### src/rtl/rns_pkg.sv
// Shared definitions for the sequential RNS ALU: opcodes, FSM states and
// constant helpers for modular inverses and coprimality checks.
package rns_pkg;

  localparam logic [1:0] OP_ADD = 2'b00;
  localparam logic [1:0] OP_SUB = 2'b01;
  localparam logic [1:0] OP_MUL = 2'b10;
  localparam logic [1:0] OP_ILL = 2'b11;

  typedef enum logic [2:0] {
    ST_IDLE,
    ST_FWD,
    ST_CALC,
    ST_MRC1,
    ST_MRC2,
    ST_DONE
  } state_t;

  function automatic bit is_coprime(input int a, input int b);
    int x;
    int y;
    int tmp;
    x = a;
    y = b;
    while (y != 0) begin
      tmp = x % y;
      x   = y;
      y   = tmp;
    end
    return (x == 1);
  endfunction

  // Returns 0 when no inverse exists; the elaboration check rejects that case.
  function automatic int mod_inv(input int a, input int m);
    int r;
    r = 0;
    for (int x = m - 1; x >= 1; x--) begin
      if (((a % m) * x) % m == 1) r = x;
    end
    return r;
  endfunction

endpackage

### src/rtl/rns_mod_reduce.sv
// Combinational x mod MOD, evaluated in a width wide enough for both the
// input and the modulus so nothing is truncated before the reduction.
module rns_mod_reduce #(
  parameter int MOD   = 3,
  parameter int IN_W  = 4,
  parameter int OUT_W = $clog2(MOD)
) (
  input  logic [IN_W-1:0]  x,
  output logic [OUT_W-1:0] y
);

  localparam int MOD_W = $clog2(MOD + 1);
  localparam int CW0   = (IN_W > MOD_W) ? IN_W : MOD_W;
  localparam int CW    = (CW0 > OUT_W) ? CW0 : OUT_W;

  assign y = OUT_W'(CW'(x) % CW'(MOD));

endmodule

### src/rtl/rns_alu_seq.sv
// Sequential 3-channel RNS ALU: forward conversion, channel arithmetic and
// two-stage mixed-radix reverse conversion behind a valid/ready handshake.
module rns_alu_seq
  import rns_pkg::*;
#(
  parameter int IN_W  = 4,
  parameter int M1    = 3,
  parameter int M2    = 4,
  parameter int M3    = 5,
  parameter int OUT_W = 7
) (
  input  logic             clk,
  input  logic             rst,
  input  logic             in_valid,
  output logic             in_ready,
  input  logic [IN_W-1:0]  operand_a,
  input  logic [IN_W-1:0]  operand_b,
  input  logic [1:0]       operation,
  output logic             out_valid,
  input  logic             out_ready,
  output logic [OUT_W-1:0] result,
  output logic             op_err
);

  localparam int M_MAX = (M1 > M2) ? ((M1 > M3) ? M1 : M3) : ((M2 > M3) ? M2 : M3);
  localparam int RES_W = (M_MAX > 2) ? $clog2(M_MAX) : 1;
  localparam int CW    = 2 * RES_W + 1;
  localparam int MW    = 2 * RES_W + 2;
  localparam int INV12 = mod_inv(M1, M2);
  localparam int INV13 = mod_inv(M1, M3);
  localparam int INV23 = mod_inv(M2, M3);

  if (M1 < 2 || M2 < 2 || M3 < 2 ||
      !is_coprime(M1, M2) || !is_coprime(M1, M3) || !is_coprime(M2, M3) ||
      (longint'(M1) * M2 * M3) > (longint'(1) << OUT_W)) begin : g_bad_params
    $error("rns_alu_seq: moduli must be >= 2, pairwise coprime and fit in OUT_W");
  end

  state_t state, state_next;

  logic [IN_W-1:0]             a_q, b_q;
  logic [1:0]                  op_q;
  logic [2:0][RES_W-1:0]       ra_q, rb_q, r_q;
  logic [2:0][RES_W-1:0]       fwd_a, fwd_b, calc_red;
  logic [2:0][CW-1:0]          calc_pre;
  logic                        err_q;
  logic [RES_W-1:0]            a1_q, a2_q, t_q;
  logic [RES_W-1:0]            a2_c, t_c, a3_c;
  logic [MW-1:0]               d2, d3, dt;
  logic [OUT_W-1:0]            res_c;

  for (genvar i = 0; i < 3; i++) begin : g_ch
    localparam int MI = (i == 0) ? M1 : ((i == 1) ? M2 : M3);

    rns_mod_reduce #(.MOD(MI), .IN_W(IN_W), .OUT_W(RES_W)) u_fwd_a (.x(a_q), .y(fwd_a[i]));
    rns_mod_reduce #(.MOD(MI), .IN_W(IN_W), .OUT_W(RES_W)) u_fwd_b (.x(b_q), .y(fwd_b[i]));

    // Sub adds MI first so the pre-reduction value can never go negative.
    assign calc_pre[i] = (op_q == OP_ADD) ? CW'(ra_q[i]) + CW'(rb_q[i]) :
                         (op_q == OP_SUB) ? CW'(ra_q[i]) + CW'(MI) - CW'(rb_q[i]) :
                                            CW'(ra_q[i]) * CW'(rb_q[i]);

    rns_mod_reduce #(.MOD(MI), .IN_W(CW), .OUT_W(RES_W)) u_calc (.x(calc_pre[i]), .y(calc_red[i]));
  end

  // Mixed-radix digits; earlier digits are reduced into the target modulus
  // before subtraction so unequal moduli are handled correctly.
  always_comb begin
    d2    = (MW'(r_q[1]) + MW'(M2) - (MW'(r_q[0]) % MW'(M2))) % MW'(M2);
    a2_c  = RES_W'((d2 * MW'(INV12)) % MW'(M2));
    d3    = (MW'(r_q[2]) + MW'(M3) - (MW'(r_q[0]) % MW'(M3))) % MW'(M3);
    t_c   = RES_W'((d3 * MW'(INV13)) % MW'(M3));
    dt    = (MW'(t_q) + MW'(M3) - (MW'(a2_q) % MW'(M3))) % MW'(M3);
    a3_c  = RES_W'((dt * MW'(INV23)) % MW'(M3));
    res_c = OUT_W'(a1_q) + OUT_W'(a2_q) * OUT_W'(M1) + OUT_W'(a3_c) * OUT_W'(M1 * M2);
  end

  always_ff @(posedge clk or posedge rst) begin
    if (rst) state <= ST_IDLE;
    else     state <= state_next;
  end

  always_comb begin
    state_next = state;
    in_ready   = 1'b0;
    case (state)
      ST_IDLE: begin
        in_ready = 1'b1;
        if (in_valid) state_next = ST_FWD;
      end
      ST_FWD:  state_next = ST_CALC;
      ST_CALC: state_next = ST_MRC1;
      ST_MRC1: state_next = ST_MRC2;
      ST_MRC2: state_next = ST_DONE;
      ST_DONE: if (out_ready) state_next = ST_IDLE;
      default: state_next = ST_IDLE;
    endcase
  end

  // The result stays in its register after the hand-off until the next MRC2.
  always_ff @(posedge clk or posedge rst) begin
    if (rst) begin
      a_q       <= '0;
      b_q       <= '0;
      op_q      <= '0;
      ra_q      <= '0;
      rb_q      <= '0;
      r_q       <= '0;
      err_q     <= 1'b0;
      a1_q      <= '0;
      a2_q      <= '0;
      t_q       <= '0;
      result    <= '0;
      op_err    <= 1'b0;
      out_valid <= 1'b0;
    end else begin
      case (state)
        ST_IDLE: begin
          if (in_valid) begin
            a_q  <= operand_a;
            b_q  <= operand_b;
            op_q <= operation;
          end
        end
        ST_FWD: begin
          ra_q <= fwd_a;
          rb_q <= fwd_b;
        end
        ST_CALC: begin
          r_q   <= (op_q == OP_ILL) ? '0 : calc_red;
          err_q <= (op_q == OP_ILL);
        end
        ST_MRC1: begin
          a1_q <= r_q[0];
          a2_q <= a2_c;
          t_q  <= t_c;
        end
        ST_MRC2: begin
          result    <= res_c;
          op_err    <= err_q;
          out_valid <= 1'b1;
        end
        ST_DONE: begin
          if (out_ready) out_valid <= 1'b0;
        end
        default: ;
      endcase
    end
  end

endmodule

### config.mk
export PLATFORM = sky130hd
export DESIGN_NAME = rns_alu_seq
export DESIGN_NICKNAME = d
export VERILOG_FILES = /design/src/rtl/rns_pkg.sv /design/src/rtl/rns_mod_reduce.sv /design/src/rtl/rns_alu_seq.sv
export SDC_FILE = /design/constraint.sdc
export NUM_CORES = 1
export LEC_CHECK = 0
export CORE_MARGIN = 3
export CORE_UTILIZATION = 24
export CTS_BUF_LIST = sky130_fd_sc_hd__clkbuf_16
export DETAILED_ROUTE_END_ITERATION = 10
export PLACE_DENSITY_LB_ADDON = 0.25
export SYNTH_ARGS = -nofsm -noshare
export SYNTH_HDL_FRONTEND = slang
export SYNTH_SLANG_ARGS = --single-unit
export TNS_END_PERCENT = 1
### constraint.sdc
create_clock -name clk -period 8.4 [get_ports clk]
set_input_delay 1.68 -clock clk [delete_from_list [all_inputs] [get_ports clk]]
set_output_delay 1.68 -clock clk [all_outputs]
set_load 0.1 [all_outputs]
==> reports/results.txt <==
Mapped Avg Cell Area -> 8.117 µm²
largest net degree at the start of global routing -> 56
WP data arrival -> 7.97 ns
clk buf depth -> 2
final WL -> 14930 µm
Synth-to-Final Area Change -> 12.56%
EDFF count, synth -> 0
Post-Route Utilization -> 0.2769
area of the core -> 28010 µm²
TritonCTS buffer count -> 5
Pins Over Slew Limit -> 0
GRT Total Usage -> 0.09805
Tightest Pin Transition -> 1.031 ns
WL/cell -> 12.00 µm
initial antenna violation count -> 0
Max Freq -> 128.3 MHz
GRT overflow -> 0
number of global-route vias before repair -> 5599
status -> completed
die width -> 175.5 µm
CTS sink count -> 55
asr flop ratio synth -> 1.000
clock insertion delay at the later pin of the skew report -> 0.29 ns
Avg Vias per Cell -> 4.618
Worst-path clk slew -> 0.07 ns
WP data required -> 8.58 ns
post-synth cell types -> 84
Yosys top cell by area -> dfrtp_1
CTS tree -> built
nets -> 981
initial core utilization -> 0.2460
Worst setup EP type -> register
critical path startpoint category -> register
HP Class -> register to register
share of cells above drive strength 1 -> 0.07612
Cells after Synth -> 849
final critical-path required period -> 7.795 ns
diode count -> 0
Setup Skew -> 0.007261 ns
max incr delay on CP -> 0.62 ns
ys flop type -> dfrtp_1
Final ANT Viol Nets -> 0
I/O Buffers -> 23
most instantiated library cell after synthesis -> nand2_1
Synth area leaders -> dfrtp_1, ha_1, nand2_1, inv_1, o21ai_0
Rel. slew slack -> 0.3104
worst slack at placement -> 0.2010 ns
via count -> 5749
row count -> 61
Fin. Hold Viols -> 0
Ys Warns -> 0
filler cell count -> 3077
post-synth top area share -> 0.1997
routability cong. -> 0.7934
reg2reg start -> a2_q[1]
Die H -> 175.5 µm
# H-tree levels -> 2
final worst slack -> 0.6050 ns
crit-path most repeated cell -> inv_1
CP Max Fanout -> 9
DRT iter0 DRCs -> 237
Worst Setup SP -> a2_q[1]
Setup CP Type -> register to register
final critical-path share of the clock period -> 0.9280
number of synthesized register bits -> 55
Root Buffer -> clkbuf_16
HPWL Detailed -> 12010 µm
first-pass GRT wire length -> 26080 µm
Max Cap Viol -> 0
Net Count, Synth -> 964
sequential fraction of the synthesis area -> 0.1997
total die area -> 30780 µm²
Slowest-stage cell, CP -> fa_2
drt pass-1 iters -> 4
I/O pin count -> 24
hold_buf cts -> 0
HP Start -> out_valid
Residual DRC -> 0
final setup violation count -> 0
Synth Cell Area -> 6892 µm²
most frequent cells after synthesis -> nand2_1, ha_1, inv_1
## cell families (layout without fill, tap and decap cells)
group           count (synthesis)  in the layout  share of synthesized area
compound gates                235            235                     0.2400
mux                            37             37                    0.05737
buf+inv                       109            127                    0.06282
fa+ha+maj                     101            101                     0.1975
simple gates                  266            266                     0.1841
xor+xnor                       46             46                    0.05846
flops                          55             55                     0.1997
## sequential cells by signal, indices dropped and copies added, names as in the netlist, 2 cells and up
signal  count
a1_q        3
a2_q        2
a_q         4
b_q         4
op_q        2
r_q         8
ra_q        8
rb_q        8
result      7
state       3
t_q         3
## cell usage in the layout (no fill, tap or decap), types with 23 or more instances in the layout
cell type,instances
clkdlybuf4s50_1,23
ha_1,87
dfrtp_1,55
nand2_1,98
xnor2_1,31
nor3_1,26
nor2_1,55
o21ai_0,57
a21oi_1,55
inv_1,82
## through the flow
step	TNS, ns	instances	hold WS (ns)	cell area, µm²
after floorplan	0	849	0.4498	6892
after global placement	0	1233	0.4712	7541
after detailed placement	0	1233	0.4784	7541
after CTS	0	1241	0.4952	7681
after global routing	-0.004972	1245	0.5275	7757
final	0	1245	0.4866	7757
## final timing paths
check	endpoint	slack, ns	cells after the start
worst min-delay path	out_valid	0.49	2
worst max-delay path	result[6]	0.61	39
min in group asynchronous	out_valid	1.89	3
worst min register to register	out_valid	0.49	2
worst max register to register	result[6]	0.61	39
max in group asynchronous	rb_q[7]	6.01	3
## metal layers
layer  share of wire  wire, µm  GRT usage  vias up
met5               0         0          0        -
met3           0.020       302    0.01340        9
met4          0.0070       104    0.01419        0
met1            0.51      7572     0.1329     2648
li1                -         -          -     3035
met2            0.47      6955     0.1701       57
## worst max-delay path: cells and delay by family, from the launching register on
kind | cells | cell delay (ns)
fa+ha+maj | 10 | 2.91
compound gates | 8 | 1.83
simple gates | 9 | 1.04
mux | 3 | 0.83
buf+inv | 8 | 0.51
flops | 1 | 0.43
xor+xnor | 1 | 0.11
## repair_timing
action	4_1_cts	5_1_grt
buffers inserted	0	4
setup endpoints to repair	0	3
gates resized for setup	0	10
## area by class of cell
| cell class | count | area, µm² | share of cell area |
|---|---|---|---|
| timing repair buffer | 36 | 327.8 | 0.04226 |
| tap | 378 | 473.0 | 0.06097 |
| multi-input combinational | 685 | 5129 | 0.6611 |
| clock buffer | 5 | 125.1 | 0.01613 |
| sequential | 55 | 1376 | 0.1774 |
| inverter | 83 | 311.5 | 0.04016 |
| clock inverter | 3 | 15.01 | 0.001935 |
Power is left out: the tool's default activity adds up to more than one toggle a clock period on the data nets, which glitch-free logic cannot reach.
